[src/rtl/pc_seq_pkg.sv]
// Shared types and constants for the PC sequencer.
package pc_seq_pkg;

  typedef enum logic [1:0] {
    RUN    = 2'b00,
    SQUASH = 2'b01,
    HALT   = 2'b10
  } pc_seq_state_t;

  localparam int          PC_W   = 16;
  localparam logic [15:0] PC_INC = 16'h2;

endpackage

[src/rtl/rca_16bit.sv]
// 16-bit ripple-carry adder.
module rca_16bit (
  input  logic [15:0] a,
  input  logic [15:0] b,
  input  logic        cin,
  output logic [15:0] sum,
  output logic        cout
);

  logic [16:0] c;

  assign c[0] = cin;

  // One full adder per bit, carry rippling upward.
  for (genvar i = 0; i < 16; i++) begin : g_fa
    assign sum[i]  = a[i] ^ b[i] ^ c[i];
    assign c[i+1]  = (a[i] & b[i]) | (a[i] & c[i]) | (b[i] & c[i]);
  end

  assign cout = c[16];

endmodule

[src/rtl/pc_sequencer.sv]
// PC register and fetch sequencing for the 5-stage pipeline.
// Optional feature: define PC_SEQ_PERF_EN to add stall/flush perf counters.
module pc_sequencer
  import pc_seq_pkg::*;
#(
  parameter logic [15:0] RESET_PC    = 16'h0000,
  parameter int          FLUSH_SLOTS = 1
) (
  input  logic        clk,
  input  logic        rst_n,
  input  logic        stall_i,
  input  logic        redirect_valid_i,
  input  logic [15:0] redirect_pc_i,
  input  logic        halt_decoded_i,
  input  logic        imem_ready_i,
  output logic [15:0] pc_o,
  output logic [15:0] pc_plus2_o,
  output logic        fetch_valid_o,
  output logic        flush_o,
  output logic        halted_o,
  output logic [1:0]  state_o
`ifdef PC_SEQ_PERF_EN
  ,
  output logic [15:0] stall_cnt_o,
  output logic [15:0] flush_cnt_o
`endif
);

  localparam logic [1:0] ST_RUN    = RUN;
  localparam logic [1:0] ST_SQUASH = SQUASH;
  localparam logic [1:0] ST_HALT   = HALT;
  localparam logic [1:0] FLUSH_CNT = 2'(FLUSH_SLOTS);

  logic [1:0]      state, state_nxt;
  logic [PC_W-1:0] pc, pc_nxt, pc_plus2;
  logic [1:0]      cnt, cnt_nxt;
  logic            halted;
  logic            fetch_valid, flush, stall_event;
  logic            cout_unused;

  // Sequential increment; carry-out dropped so 0xFFFE wraps to 0x0000.
  rca_16bit u_inc (
    .a    (pc),
    .b    (PC_INC),
    .cin  (1'b0),
    .sum  (pc_plus2),
    .cout (cout_unused)
  );

  // Next-state / next-PC arbitration: redirect > halt > stall > imem > advance.
  always_comb begin
    state_nxt   = state;
    pc_nxt      = pc;
    cnt_nxt     = cnt;
    fetch_valid = 1'b0;
    flush       = 1'b0;
    stall_event = 1'b0;
    case (state)
      ST_RUN: begin
        if (redirect_valid_i) begin
          flush  = 1'b1;
          pc_nxt = {redirect_pc_i[15:1], 1'b0};
          if (FLUSH_SLOTS != 0) begin
            state_nxt = ST_SQUASH;
            cnt_nxt   = FLUSH_CNT;
          end
        end else if (halt_decoded_i) begin
          flush     = 1'b1;
          state_nxt = ST_HALT;
        end else if (stall_i) begin
          stall_event = 1'b1;
        end else if (imem_ready_i) begin
          fetch_valid = 1'b1;
          pc_nxt      = pc_plus2;
        end
      end
      ST_SQUASH: begin
        // Halt seen here is on the wrong path and is dropped.
        flush = 1'b1;
        if (redirect_valid_i) begin
          pc_nxt  = {redirect_pc_i[15:1], 1'b0};
          cnt_nxt = FLUSH_CNT;
        end else begin
          cnt_nxt = cnt - 2'd1;
          if (cnt == 2'd1) state_nxt = ST_RUN;
        end
      end
      ST_HALT: begin
        // Frozen until reset.
      end
      default: begin
        state_nxt = ST_RUN;
      end
    endcase
    if (!rst_n) begin
      fetch_valid = 1'b0;
      flush       = 1'b0;
      stall_event = 1'b0;
    end
  end

  // State, PC, squash counter and halted flag.
  always_ff @(posedge clk) begin
    if (!rst_n) begin
      state  <= ST_RUN;
      pc     <= RESET_PC;
      cnt    <= 2'd0;
      halted <= 1'b0;
    end else begin
      state  <= state_nxt;
      pc     <= pc_nxt;
      cnt    <= cnt_nxt;
      halted <= (state_nxt == ST_HALT);
    end
  end

`ifdef PC_SEQ_PERF_EN
  logic [15:0] stall_cnt, flush_cnt;

  // Saturating perf counters for stall and flush cycles.
  always_ff @(posedge clk) begin
    if (!rst_n) begin
      stall_cnt <= 16'h0;
      flush_cnt <= 16'h0;
    end else begin
      if (stall_event && stall_cnt != 16'hFFFF) stall_cnt <= stall_cnt + 16'h1;
      if (flush && flush_cnt != 16'hFFFF)       flush_cnt <= flush_cnt + 16'h1;
    end
  end

  assign stall_cnt_o = stall_cnt;
  assign flush_cnt_o = flush_cnt;
`else
  // Perf counters not built.
`endif

  assign pc_o          = pc;
  assign pc_plus2_o    = pc_plus2;
  assign fetch_valid_o = fetch_valid;
  assign flush_o       = flush;
  assign halted_o      = halted;
  assign state_o       = state;

endmodule

[config.mk]
export PLATFORM = sky130hd
export DESIGN_NAME = pc_sequencer
export DESIGN_NICKNAME = d
export VERILOG_FILES = /design/src/rtl/pc_seq_pkg.sv /design/src/rtl/rca_16bit.sv /design/src/rtl/pc_sequencer.sv
export SDC_FILE = /design/constraint.sdc
export NUM_CORES = 1
export LEC_CHECK = 0
export ABC_AREA = 1
export BUFFER_PORTS_ARGS = -buffer_cell sky130_fd_sc_hd__buf_2
export CAP_MARGIN = 20
export CORE_ASPECT_RATIO = 1.1
export CORE_UTILIZATION = 52
export CTS_CLUSTER_DIAMETER = 100
export CTS_CLUSTER_SIZE = 14
export DETAILED_ROUTE_END_ITERATION = 10
export HOLD_SLACK_MARGIN = 0.1
export PLACE_DENSITY = 0.85
export SYNTH_ARGS = -nofsm -noshare
export SYNTH_HDL_FRONTEND = slang
export SYNTH_SLANG_ARGS = --single-unit
[constraint.sdc]
create_clock -name clk -period 6.5 [get_ports clk]
set_input_delay 1.3 -clock clk [delete_from_list [all_inputs] [get_ports clk]]
set_output_delay 1.3 -clock clk [all_outputs]
set_load 0.01 [all_outputs]
== Yosys cells after proc, flatten, opt, wreduce, memory -nomap -nowiden ==
Index checks and enable logic that the tools add are counted.
Storage, ports and cells
  bits in read-only memories: 0
  latch bits: 0
  output and inout port bits: 37
  flip-flop bits (word level): 21
  bits in writable memories: 0
  memories kept: 0
Operators by class
  add/subtract/negate cells: 1
  divide/modulo/power cells: 0
  reduce and logical (&&, ||, !) cells: 5
  $mul: 0
  muxes and demuxes: 24
  bitwise gates (word level): 28
  order comparisons: 0
  shift-type cells: 0
  equal/unequal tests: 9
Operators by type and width (number)
  16-bit 2-to-1 mux: 5
  16-bit case mux with 2 select lines: 1
  1-bit bitwise XOR: 14
  1-bit bitwise AND: 13
  2-bit 2-to-1 mux: 6
  1-bit 2-to-1 mux: 9
  3-bit inequality test, second input constant: 3
  2-bit case mux with 3 select lines: 1
  5-bit AND reduction: 1
  2-bit by 1-bit == test with 1-bit output, second input constant: 2
  2-bit == test, second input constant: 2
  2-bit inequality test, second input constant: 2
  2-bit case mux with 2 select lines: 1
  3-bit AND reduction: 1
  2-bit logical NOT: 1
  1-bit case mux with 2 select lines: 1
  2-bit AND reduction: 1
  2-bit nonzero test: 1
  2-bit by 1-bit subtractor with 2-bit output, second input constant: 1
  1-bit inverter: 1

== Longest topological paths before layout ==
Gate-level depths: netlist of the first run.
  depth after elaboration: 19
  gate-level depth with buffers: 20
  depth with buffers taken out: 20

== Cells and area by module ==
Synthesis of the first run repeated with hierarchy kept, for this count alone.
Unflattened totals
  cell total of the unflattened synthesis: 217
  area, all modules: 1589.0 um^2
Modules (own cells, without submodules)
  pc_sequencer: times used 1, area an instance 1231.2 um^2, cells an instance 191
  rca_16bit: times used 1, area an instance 357.8 um^2, cells an instance 26

== Least setup slack after synthesis of the first run ==
No wires, ideal clock.
  path kind: reg2out
  start: register pc[1], in the netlist pc_o[1]
  end: output pc_plus2_o[15]
  required time: 5.200 ns
  arrival time: 2.817 ns
  stages on the path, launching flop included: 17
  slack: 2.383 ns
  path through: dfxtp_1 > ha_1 > ha_1 > ha_1 > ha_1 > ha_1 > ha_1 > ha_1 > ha_1 > ha_1 > ha_1 > ha_1 > ha_1 > ha_1 > inv_1 > nand2_1 > nand2_1
On the way
  longest elaborated chain between the ends: 14
RTL lines
  start, declared: line pc_sequencer.sv:35  | logic [PC_W-1:0] pc, pc_nxt, pc_plus2;
  start signal, assigned: line pc_sequencer.sv:111  | pc <= pc_nxt;
  1-bit bitwise AND (13 in a row): line rca_16bit.sv:17  | assign c[i+1] = (a[i] & b[i]) | (a[i] & c[i]) | (b[i] & c[i]);
  1-bit bitwise XOR: line rca_16bit.sv:16  | assign sum[i] = a[i] ^ b[i] ^ c[i];
  end, declared: line pc_sequencer.sv:17  | output logic [15:0] pc_plus2_o,
Every way passes these cells.

== Final worst setup path of the first run ==
Same ends and word-level chain as after synthesis.

==> out/results.tsv, run 1 <==
stage	metric	value	unit
status	status	finished, final reports clean	
floorplanning	floorplan.rows	19	
setup_path	critPathLaunchType	flop	
sta	finalCritPeriodShare	0.726	
setup_path	worst-r2r-setup-slack	3.10	ns
place	globalplace.congestion	0.761	
sta	rsz0062_at_grt	no	
global_route	first_global_vias	1257	
finish	synthToLayoutAreaGrowth	17.5	%
logic_synthesis	postSynthCellCount	235	
detailed_routing	drc	0	
clock_network	tritoncts	built	
hold_path	hold_path.startpoint	cnt[1]	
global_route	grt_start_max_net_pins	30	
floorplanning	ioPinCount	59	
floorplanning	die_footprint	3000	µm²
finish	num-nets-final	320	
finish	design_area	1700	µm²
sta	slew_headroom	0.382	
setup_path	critical_path.reg2reg.endpoint	pc_o[14]	
pwr	switching_fraction_of_total_power	0.377	
sta	clock_skew	0.00149	ns
clock_network	clk_root_buffer_cell	sky130_fd_sc_hd__clkbuf_4	
pwr	power	0.338	mW
logic_synthesis	synthesis.area	1450	µm²
sta	tightestPinTransition	0.925	ns
setup_path	worstSetupEndpointType	output port	
logic_synthesis	post-synth-top-area-fraction	0.276	
hold_path	holdPathStages	2	
clock_network	cts_buffer_depth	2	
setup_path	critical_path_class	reg -> out	
pwr	comb_power_share	0.390	
pwr	power_report.internal_total	0.211	mW
place	placement.cell_area	1680	µm²
detailed_routing	routed_wirelength	3.16	mm
detailed_routing	drt_first_pass_iters	4	
place	dpl.cell_count	310	
sta	setup_tns	0	ns
finish	post-route-util	0.663	
detailed_routing	drtIter0Drc	27	
logic_synthesis	synth_cell_types	23	
setup_path	crit_fanout	5	
finish	n_fill_cell	283	
detailed_routing	vias	1511	
sta	postLayoutSetupSlackWorst	1.78	ns
logic_synthesis	yosys_warnings	0	
pwr	power_density_relative_to_cell_area	199	nW/µm²
sta	final-hold-violation-count	0	
sta	timing_max_transition_violations_final	0	
pwr	clock_power_share	0.170	
logic_synthesis	yosys_register_bits	20	
clock_network	clk_transition_reported_paths	0.10	ns
detailed_routing	wl_per_cell	10.1	µm
pwr	switchingPower	0.127	mW
clock_network	post_cts.resized_instances	0	
setup_path	critPathArrivalTime	3.42	ns
place	buffer_ports.inserted	55	
sta	period_minus_slack	4.72	ns
global_route	grt_first_pass_wirelength	4.94	mm
setup_path	timing.rr.start	pc_o[1]	
hold_path	hold_path.class	reg -> reg	
floorplanning	die_w	52.3	µm
global_route	globalRouteOverflowTotal	0	
finish	finish.cell_count_without_fillers	313	
pwr	sequential_share_of_power	0.440	
finish	antenna_cells_inserted	0	
clock_network	clkLatencyLatePin	0.29	ns
clock_network	cts_buffers	3	
place	hpwlAfterDp	2.36	mm
clock_network	hold_buffers	0	
clock_network	clkSinkCount	20	
logic_synthesis	synth_area_per_cell	6.17	µm²
floorplanning	chipHeight	57.4	µm
sta	setup_viol_count_final	0	
floorplanning	initial_utilization	0.564	
finish	commonest_non_fill_non_tap_cells_in_the_layout	sky130_fd_sc_hd__nand2_1, sky130_fd_sc_hd__buf_2, sky130_fd_sc_hd__nor2_1	
setup_path	ff2ff_path_depth	19	
global_route	global_route.usage.total	0.216	
run	cap_viol_max_count	0	
logic_synthesis	synth_largest_area_cell	sky130_fd_sc_hd__dfxtp_1	
sta	whs	0.476	ns
detailed_routing	via_per_inst	4.83	
logic_synthesis	synth.yosys.seq_area_share	0.276	
pwr	power.leakage	1.07	nW
global_route	antenna_violations_before_repair	0	
finish	mostFrequentLayoutCell	sky130_fd_sc_hd__nand2_1	
finish	layout-drive-gt1-share	0.234	
setup_path	cp_data_required_time	5.20	ns
hold_path	hold_path_end	cnt[1]	
place	place_ws	2.13	ns
logic_synthesis	synthTopCellsByArea	sky130_fd_sc_hd__dfxtp_1, sky130_fd_sc_hd__nand2_1, sky130_fd_sc_hd__nor2_1	
clock_network	post_cts_buffers	0	
sta	achievable-frequency	0.212	GHz
clock_network	cts_max_level	1	
detailed_routing	final_antenna_net_count	0	
pwr	peakVddDrop	156	µV
floorplanning	floorplan.core_area	2570	µm²
[state kept, by name (all words and copies together), names as in the netlist]
| register | count |
|---|---|
| halted_o | 1 |
| state_o | 2 |
| pc_o | 15 |
| cnt | 2 |
[cell type report]
type	count	area [µm²]	share of cell area
clock buffer	3	22.5	0.0132
inverter	25	93.8	0.0551
multi-input combinational	179	872	0.512
sequential	20	400	0.235
tap	31	38.8	0.0228
timing repair buffer	55	275	0.162
[critical path, stage by stage, from the launching register on]
cell	delay (ns)
sky130_fd_sc_hd__dfxtp_1	0.36
sky130_fd_sc_hd__ha_1	0.22
sky130_fd_sc_hd__ha_1	0.18
sky130_fd_sc_hd__ha_1	0.19
sky130_fd_sc_hd__ha_1	0.19
sky130_fd_sc_hd__ha_1	0.18
sky130_fd_sc_hd__ha_1	0.18
sky130_fd_sc_hd__ha_1	0.18
sky130_fd_sc_hd__ha_1	0.18
sky130_fd_sc_hd__ha_1	0.19
sky130_fd_sc_hd__ha_1	0.19
sky130_fd_sc_hd__ha_1	0.18
sky130_fd_sc_hd__ha_1	0.18
sky130_fd_sc_hd__ha_1	0.20
sky130_fd_sc_hd__inv_1	0.06
sky130_fd_sc_hd__nand2_1	0.04
sky130_fd_sc_hd__nand2_1	0.08
sky130_fd_sc_hd__buf_2	0.13
[synth_stat cells (all sizes together)]
library cell  count
clkbuf            1
inv              25
dfxtp            20
o21ai             4
a211oi            2
ha               14
buf              11
nand2            85
a31oi             1
a21oi            16
nor2             50
nor3              3
nand3             2
conb              1
[power groups by stage]
stage / clock network (mW) / registers [mW] / logic [mW]
after floorplan: 0 / 0.157 / 0.0915
after global placement: 0 / 0.151 / 0.129
after detailed placement: 0 / 0.152 / 0.133
after CTS: 0.0593 / 0.149 / 0.133
after global routing: 0.0651 / 0.151 / 0.150
final: 0.0574 / 0.149 / 0.132
[cells by family after synthesis]
| logic type | after synthesis | synth area share |
|---|---|---|
| compound gates | 23 | 0.0838 |
| fa+ha+maj | 14 | 0.121 |
| buf+inv | 37 | 0.124 |
| flops | 20 | 0.276 |
| other cells | 1 | 0.00259 |
| simple gates | 140 | 0.392 |
[layer usage]
layer,up-vias,global-route usage,share of wire
li1,810,-,-
met1,657,0.232,0.43
met2,38,0.403,0.51
met3,6,0.0453,0.051
met4,0,0.0752,0.015
met5,-,0,0
[worst max-delay path by stage]
stage	from	endpoint	cells after the start
floorplan	pc_o[1]	pc_plus2_o[15]	16
global placement	pc_o[1]	pc_plus2_o[15]	17
detailed placement	pc_o[1]	pc_plus2_o[15]	17
CTS	pc_o[1]	pc_plus2_o[15]	17
global route	pc_o[1]	pc_plus2_o[15]	17
finish	pc_o[1]	pc_plus2_o[15]	17
No activity file was read; power rests on OpenSTA's default activity.
==> inputs of run 2 (changes only) <==
Settings changed: ABC_AREA 1 to 0, CORE_UTILIZATION 52 to 40, PLACE_DENSITY 0.85 to 0.74.
Clock period 6.5 ns to 4.2 ns, I/O delays scaled along.
==> out/results.tsv, run 2 <==
stage	metric	value	unit	change
logic_synthesis	post-synth-top-area-fraction	0.342		+0.0655
sta	final-hold-violation-count	0		unchanged
finish	multi_input_area	717	µm²	-18%
finish	mostFrequentLayoutCell	sky130_fd_sc_hd__buf_2		
logic_synthesis	synth_edf_count	0		unchanged
clock_network	clk_transition_reported_paths	0.11	ns	about the same
logic_synthesis	synth_ff_type	sky130_fd_sc_hd__dfxtp_1		
setup_path	critPathArrivalTime	3.22	ns	-0.20 ns
sta	whs	0.506	ns	+0.0302 ns
global_route	globalRouteOverflowTotal	0		unchanged
setup_path	critical_path.reg2reg.endpoint	pc_o[15]		
setup_path	critical_path_class	reg -> out		
detailed_routing	drc	0		unchanged
clock_network	clkSinkCount	20		unchanged
clock_network	cts_max_level	1		unchanged
logic_synthesis	synthesis.area	1170	µm²	-19%
setup_path	critPathMostFrequentCell	sky130_fd_sc_hd__ha_1		
sta	setup_viol_count_final	0		unchanged
place	dpl.cell_count	200		-35%
setup_path	worst_path_dominant_cell_family	adder cells		
hold_path	holdPathStages	2		unchanged
detailed_routing	drt_first_pass_iters	4		unchanged
floorplanning	chipHeight	58.8	µm	+2.4%
sta	finalCritPeriodShare	0.966		
logic_synthesis	synthTopCellsByArea	sky130_fd_sc_hd__dfxtp_1, sky130_fd_sc_hd__ha_1, sky130_fd_sc_hd__mux2i_1		
setup_path	cp.buffers_inverters	1		-1
setup_path	cp_data_required_time	3.36	ns	-1.84 ns
finish	commonest_non_fill_non_tap_cells_in_the_layout	sky130_fd_sc_hd__buf_2, sky130_fd_sc_hd__dfxtp_1, sky130_fd_sc_hd__mux2i_1		
floorplanning	floorplan.core_area	2780	µm²	+8.2%
global_route	grt_start_max_net_pins	28		-6.7%
logic_synthesis	synth.yosys.seq_area_share	0.342		+0.0655
logic_synthesis	yosys_register_bits	20		unchanged
hold_path	hold_path_end	cnt[1]		
logic_synthesis	synthTopCellsByCount	sky130_fd_sc_hd__dfxtp_1, sky130_fd_sc_hd__ha_1, sky130_fd_sc_hd__mux2i_1		
setup_path	worst-r2r-setup-slack	1.08	ns	-2.02 ns
floorplanning	ioPinCount	59		unchanged
global_route	grt_first_pass_wirelength	4.07	mm	-18%
run	cap_viol_max_count	0		unchanged
sta	achievable-frequency	0.246	GHz	
detailed_routing	vias	1057		-30%
sta	clock_skew	0.00118	ns	-0.000306 ns
logic_synthesis	postSynthCellCount	120		-49%
detailed_routing	wl_per_cell	12.2	µm	+20%
logic_synthesis	synth_cell_types	32		+39%
logic_synthesis	synth-async-reset-ratio	0		unchanged
finish	seqCellArea	402	µm²	+0.31%
finish	layout-drive-gt1-share	0.442		+0.208
finish	flip_flop_count_of_the_largest_register_all_copies_and_words_added	15		unchanged
place	place_ws	0.320	ns	-1.81 ns
floorplanning	initial_utilization	0.422		-0.143
logic_synthesis	synth_largest_area_cell	sky130_fd_sc_hd__dfxtp_1		
setup_path	timing.rr.start	pc_o[1]		
clock_network	cts_buffer_depth	2		unchanged
sta	slew_headroom	0.391		+0.00889
sta	timing_max_transition_violations_final	0		unchanged
pwr	power_density_relative_to_cell_area	315	nW/µm²	+59%
global_route	global_route.usage.total	0.172		-0.0438
setup_path	worstSetupEndpointType	output port		
clock_network	clkLatencyLatePin	0.29	ns	about the same
logic_synthesis	yosys_warnings	0		unchanged
clock_network	clk_root_buffer_cell	sky130_fd_sc_hd__clkbuf_4		
setup_path	timing.critical_path.slowest_cell_delay	0.35	ns	about the same
setup_path	ff2ff_path_depth	16		-3
pwr	peakVddDrop	196	µV	+26%
finish	synthToLayoutAreaGrowth	27.2	%	
detailed_routing	final_antenna_net_count	0		unchanged
logic_synthesis	synth_area_per_cell	9.76	µm²	+58%
sta	period_minus_slack	4.06	ns	
global_route	first_global_vias	983		-22%
sta	postLayoutSetupSlackWorst	0.142	ns	-1.64 ns
sta	tightestPinTransition	0.914	ns	-0.0111 ns
setup_path	crit_fanout	3		-2
sta	rsz0062_at_grt	no		
finish	num-nets-final	209		-35%
hold_path	hold_path.class	reg -> reg		
place	globalplace.congestion	0.732		-3.9%
detailed_routing	routed_wirelength	2.49	mm	-21%
finish	antenna_cells_inserted	0		unchanged
setup_path	cp_cell_sequence	ha_2 -> ha_2 -> ha_2 -> ha_1 -> ha_1 -> ha_1 -> ha_1 -> ha_1 -> ha_2 -> ha_1 -> ha_1 -> ha_1 -> ha_2 -> xor2_1 -> buf_2		
hold_path	hold_path.startpoint	cnt[1]		
sta	setup_tns	0	ns	unchanged
global_route	antenna_violations_before_repair	0		unchanged
detailed_routing	drtIter0Drc	13		-52%
clock_network	cts_buffers	3		unchanged
finish	finish.cell_count_without_fillers	205		-35%
finish	n_fill_cell	270		-4.6%
logic_synthesis	yosys.cell_count.top_type	sky130_fd_sc_hd__dfxtp_1		
status	status	finished, final reports clean		
detailed_routing	via_per_inst	5.16		+6.8%
setup_path	critPathLaunchType	flop		
floorplanning	floorplan.rows	20		+1
setup_path	worst_path_max_delay_cell	sky130_fd_sc_hd__dfxtp_2		
floorplanning	die_w	53.6	µm	+2.4%
clock_network	tritoncts	built		
floorplanning	die_footprint	3150	µm²	+4.9%
place	hpwlAfterDp	1.88	mm	-20%
clock_network	hold_buffers	0		unchanged
place	buffer_ports.inserted	55		unchanged
pwr	power.leakage	0.773	nW	-28%
## run 2: cell count changes in the layout (fill, tap and decap cells not counted), moves of 4 or more
| cell | delta |
|---|---|
| sky130_fd_sc_hd__mux2i_1 | +14 |
| sky130_fd_sc_hd__ha_1 | -5 |
| sky130_fd_sc_hd__inv_1 | -19 |
| sky130_fd_sc_hd__nor2_1 | -42 |
| sky130_fd_sc_hd__nand2b_1 | +4 |
| sky130_fd_sc_hd__a21oi_2 | +6 |
| sky130_fd_sc_hd__nand2_1 | -81 |
| sky130_fd_sc_hd__ha_2 | +5 |
| sky130_fd_sc_hd__o21ai_1 | +6 |
| sky130_fd_sc_hd__a21oi_1 | -7 |
| sky130_fd_sc_hd__o21ai_0 | +4 |
## run 2: report_power, final
part | internal [mW] | switching (mW) | total, mW
clock network | 0.0528 | 0.0579 | 0.111
logic | 0.0616 | 0.0744 | 0.136
registers | 0.208 | 0.0153 | 0.223
## run 2: repair_timing
action,4_1_cts,5_1_grt
buffers inserted,0,1
hold endpoints to repair,0,0
resized for setup,2,4
pin swaps,0,0
setup endpoints to repair,1,2
## run 2: area by class of cell
| type | instances | area share |
|---|---|---|
| clock buffer | 4 | 0.0243 |
| tap | 33 | 0.0277 |
| timing repair buffer | 56 | 0.190 |
| multi-input combinational | 89 | 0.481 |
| sequential | 20 | 0.270 |
| inverter | 3 | 0.00756 |
## run 2: kinds of logic after synthesis
family | count (synthesis) | synth area share
AOI/OAI and AO/OA | 37 | 0.210
and+or+nand+nor | 21 | 0.108
DFF | 20 | 0.342
adders and majority gates | 14 | 0.150
muxes | 14 | 0.120
buffers and inverters | 12 | 0.0598
other | 1 | 0.00320
xor gates and xnor gates | 1 | 0.00748
## run 2: how the worst max path moves through the flow
stage | slack [ns] | cells after the start | from | end
2_1_floorplan | 0.51 | 14 | pc_o[1] | pc_plus2_o[15]
3_3_place_gp | 0.34 | 15 | pc_o[1] | pc_plus2_o[15]
3_5_place_dp | 0.32 | 15 | pc_o[1] | pc_plus2_o[15]
4_1_cts | 0.02 | 15 | pc_o[1] | pc_plus2_o[15]
5_1_grt | 0.006 | 15 | pc_o[1] | pc_plus2_o[15]
6_report | 0.14 | 15 | pc_o[1] | pc_plus2_o[15]
## run 2: stage by stage
stage	area, µm²	total power, mW	util
2_1_floorplan	1170	0.316	-
3_3_place_gp	1430	0.357	0.516
3_5_place_dp	1430	0.362	0.516
4_1_cts	1470	0.476	0.530
5_1_grt	1490	0.506	0.536
6_report	1490	0.470	0.536
## run 2: worst reg2reg max path: stages (launching register included)
cell,delay [ns]
sky130_fd_sc_hd__dfxtp_2,0.35
sky130_fd_sc_hd__ha_2,0.18
sky130_fd_sc_hd__ha_2,0.16
sky130_fd_sc_hd__ha_2,0.17
sky130_fd_sc_hd__ha_1,0.18
sky130_fd_sc_hd__ha_1,0.18
sky130_fd_sc_hd__ha_1,0.18
sky130_fd_sc_hd__ha_1,0.18
sky130_fd_sc_hd__ha_1,0.18
sky130_fd_sc_hd__ha_2,0.16
sky130_fd_sc_hd__ha_1,0.18
sky130_fd_sc_hd__ha_1,0.18
sky130_fd_sc_hd__ha_1,0.18
sky130_fd_sc_hd__ha_2,0.19
sky130_fd_sc_hd__nor2b_1,0.13
sky130_fd_sc_hd__mux2i_1,0.13
sky130_fd_sc_hd__o22ai_1,0.10
## run 2: routing by layer
metal,global-route usage,vias to the layer above,part of all wire
met5,0,-,0
met4,0.0564,0,0.0092
met3,0.0362,4,0.073
met2,0.295,41,0.48
met1,0.211,478,0.44
li1,-,534,-
==> inputs of run 3 (changes only) <==
Settings changed: CORE_UTILIZATION 40 to 44, PLACE_DENSITY 0.74 to 0.77, SYNTH_HIERARCHICAL from default to 1.
==> out/results.tsv, run 3 <==
stage	metric	value	unit	change
global_route	global_route.usage.total	0.237		+0.0651
pwr	peakVddDrop	194	µV	-1.1%
global_route	grt_start_max_net_pins	22		-21%
setup_path	critical_path_class	reg -> out		
finish	mostFrequentLayoutCell	sky130_fd_sc_hd__buf_2		
place	place_ws	-2.77	ns	-3.09 ns
sta	rsz0062_at_grt	yes		
floorplanning	ioPinCount	59		unchanged
setup_path	critPathLaunchType	flop		
clock_network	cts_buffer_depth	2		unchanged
detailed_routing	routed_wirelength	4.15	mm	+67%
setup_path	cp_cell_sequence	fa_2 -> fa_2 -> fa_2 -> fa_2 -> fa_2 -> fa_2 -> fa_2 -> fa_2 -> fa_2 -> fa_2 -> fa_2 -> fa_2 -> fa_2 -> fa_2 -> inv_2 -> fa_1 -> inv_2 -> buf_6		
detailed_routing	wl_per_cell	16.0	µm	+31%
clock_network	cts_buffers	3		unchanged
floorplanning	floorplan.core_area	3100	µm²	+12%
setup_path	timing.critical_path.slowest_cell_delay	0.41	ns	+0.06 ns
clock_network	clkLatencyLatePin	0.32	ns	+0.03 ns
setup_path	cp_data_required_time	3.36	ns	about the same
place	hpwlAfterDp	2.81	mm	+50%
setup_path	critPathArrivalTime	6.26	ns	+3.04 ns
run	cap_viol_max_count	0		unchanged
sta	achievable-frequency	0.141	GHz	-43%
finish	layout-drive-gt1-share	0.496		+0.0537
hold_path	hold_path.class	reg -> reg		
clock_network	clk_root_buffer_cell	sky130_fd_sc_hd__clkbuf_4		
sta	setup_tns	-21.48	ns	-21.48 ns
finish	antenna_cells_inserted	0		unchanged
detailed_routing	final_antenna_net_count	0		unchanged
place	buffer_ports.inserted	57		+3.6%
sta	slew_headroom	0.433		+0.0426
place	globalplace.congestion	0.752		+2.8%
finish	flip_flop_count_of_the_largest_register_all_copies_and_words_added	16		+1
clock_network	tritoncts	built		
sta	final-hold-violation-count	0		unchanged
pwr	power.leakage	0.867	nW	+12%
setup_path	worstSetupEndpointType	output port		
hold_path	hold_path.startpoint	cnt[1]		
sta	timing_max_transition_violations_final	0		unchanged
setup_path	critPathMostFrequentCell	sky130_fd_sc_hd__fa_2		
finish	design_area	2040	µm²	+37%
detailed_routing	drc	6		+6
finish	n_fill_cell	270		unchanged
logic_synthesis	synth_area_per_cell	9.77	µm²	about the same
sta	finalCritPeriodShare	1.69		+0.725
logic_synthesis	synthesis.area	1470	µm²	+25%
finish	num-nets-final	266		+27%
logic_synthesis	yosys_warnings	6		+6
setup_path	setup.worst_path.start	pc_o[1]		
sta	setup_viol_count_final	16		+16
setup_path	crit_fanout	2		-1
global_route	first_global_vias	1404		+43%
sta	tightestPinTransition	0.850	ns	-0.0639 ns
sta	whs	0.488	ns	-0.0187 ns
floorplanning	initial_utilization	0.473		+0.0509
pwr	power_density_relative_to_cell_area	351	nW/µm²	+11%
place	placement.cell_area	1860	µm²	+30%
status	violated_checks	design-rule violations, negative setup slack		
floorplanning	die_w	57.0	µm	+6.4%
sta	postLayoutSetupSlackWorst	-2.90	ns	-3.05 ns
global_route	antenna_violations_before_repair	0		unchanged
clock_network	cts_max_level	1		unchanged
global_route	globalRouteOverflowTotal	0		unchanged
floorplanning	chipHeight	62.5	µm	+6.4%
detailed_routing	vias	1478		+40%
sta	clock_skew	0.0213	ns	+0.0201 ns
setup_path	timing.rr.start	pc_o[1]		
detailed_routing	drt_first_pass_iters	7		+3
setup_path	worst_path_max_delay_cell	sky130_fd_sc_hd__fa_1		
clock_network	clkSinkCount	21		+5.0%
detailed_routing	via_per_inst	5.68		+10%
logic_synthesis	postSynthCellCount	150		+25%
clock_network	clk_transition_reported_paths	0.14	ns	+0.03 ns
sta	period_minus_slack	7.10	ns	+3.05 ns
floorplanning	floorplan.rows	21		+5.0%
finish	finish.cell_count_without_fillers	260		+27%
finish	synthToLayoutAreaGrowth	39.5	%	
detailed_routing	drtIter0Drc	81		+68
place	dpl.cell_count	252		+26%
finish	commonest_non_fill_non_tap_cells_in_the_layout	sky130_fd_sc_hd__buf_2, sky130_fd_sc_hd__conb_1, sky130_fd_sc_hd__o21ai_0		
status	status	finished with violations		
floorplanning	die_footprint	3560	µm²	+13%
global_route	grt_first_pass_wirelength	6.73	mm	+65%
[run 3: path summary, 6_finish.rpt]
kind	endpoint	slack, ns	depth (start not counted)
setup / recovery	pc_plus2_o[15]	-2.90	18
hold reg to reg	cnt[1]	0.49	2
setup reg to reg	pc_o[15]	-2.19	20
hold / removal	cnt[1]	0.49	2
[run 3: layer usage]
| metal | share of wire | vias up | global-route usage |
|---|---|---|---|
| li1 | - | 685 | - |
| met1 | 0.43 | 703 | 0.329 |
| met2 | 0.47 | 82 | 0.384 |
| met3 | 0.084 | 8 | 0.0331 |
| met4 | 0.013 | 0 | 0.0701 |
| met5 | 0 | - | 0 |
[run 3: repair_timing]
item / in CTS / in global routing
setup endpoints to repair: 16 / 16
resized for setup: 12 / 11
pin swaps: 7 / 5
endpoints found under the hold margin: 0 / 0
setup buffers: 1 / 3
hold buffers: 0 / 0
[run 3: report_power, final]
part	internal (mW)	switching [mW]	total [mW]
Sequential	0.221	0.0232	0.244
Combinational	0.185	0.183	0.367
Clock	0.0363	0.0688	0.105
Total	0.442	0.275	0.717
[run 3: final cells by class]
class | instances | area (µm²) | share of cell area
multi-input cells | 119 | 1050 | 0.516
repair buffers | 70 | 443 | 0.217
flip-flops and latches | 21 | 429 | 0.210
inverters | 12 | 45.0 | 0.0220
well taps | 34 | 42.5 | 0.0208
clock buffers | 3 | 22.5 | 0.0110
clock inverters | 1 | 7.51 | 0.00367
[run 3: critical path: cells and delay by family (launching register included)]
kind | cells | cell delay (ns)
adder cells (fa/ha/maj) | 15 | 5.36
flip-flops | 1 | 0.35
buffers and inverters | 3 | 0.24
[run 3: metrics by stage]
stage	util	power (mW)
after floorplan	-	0.443
after global placement	0.600	0.531
after detailed placement	0.600	0.537
after CTS	0.632	0.682
after global routing	0.659	0.758
final	0.659	0.717
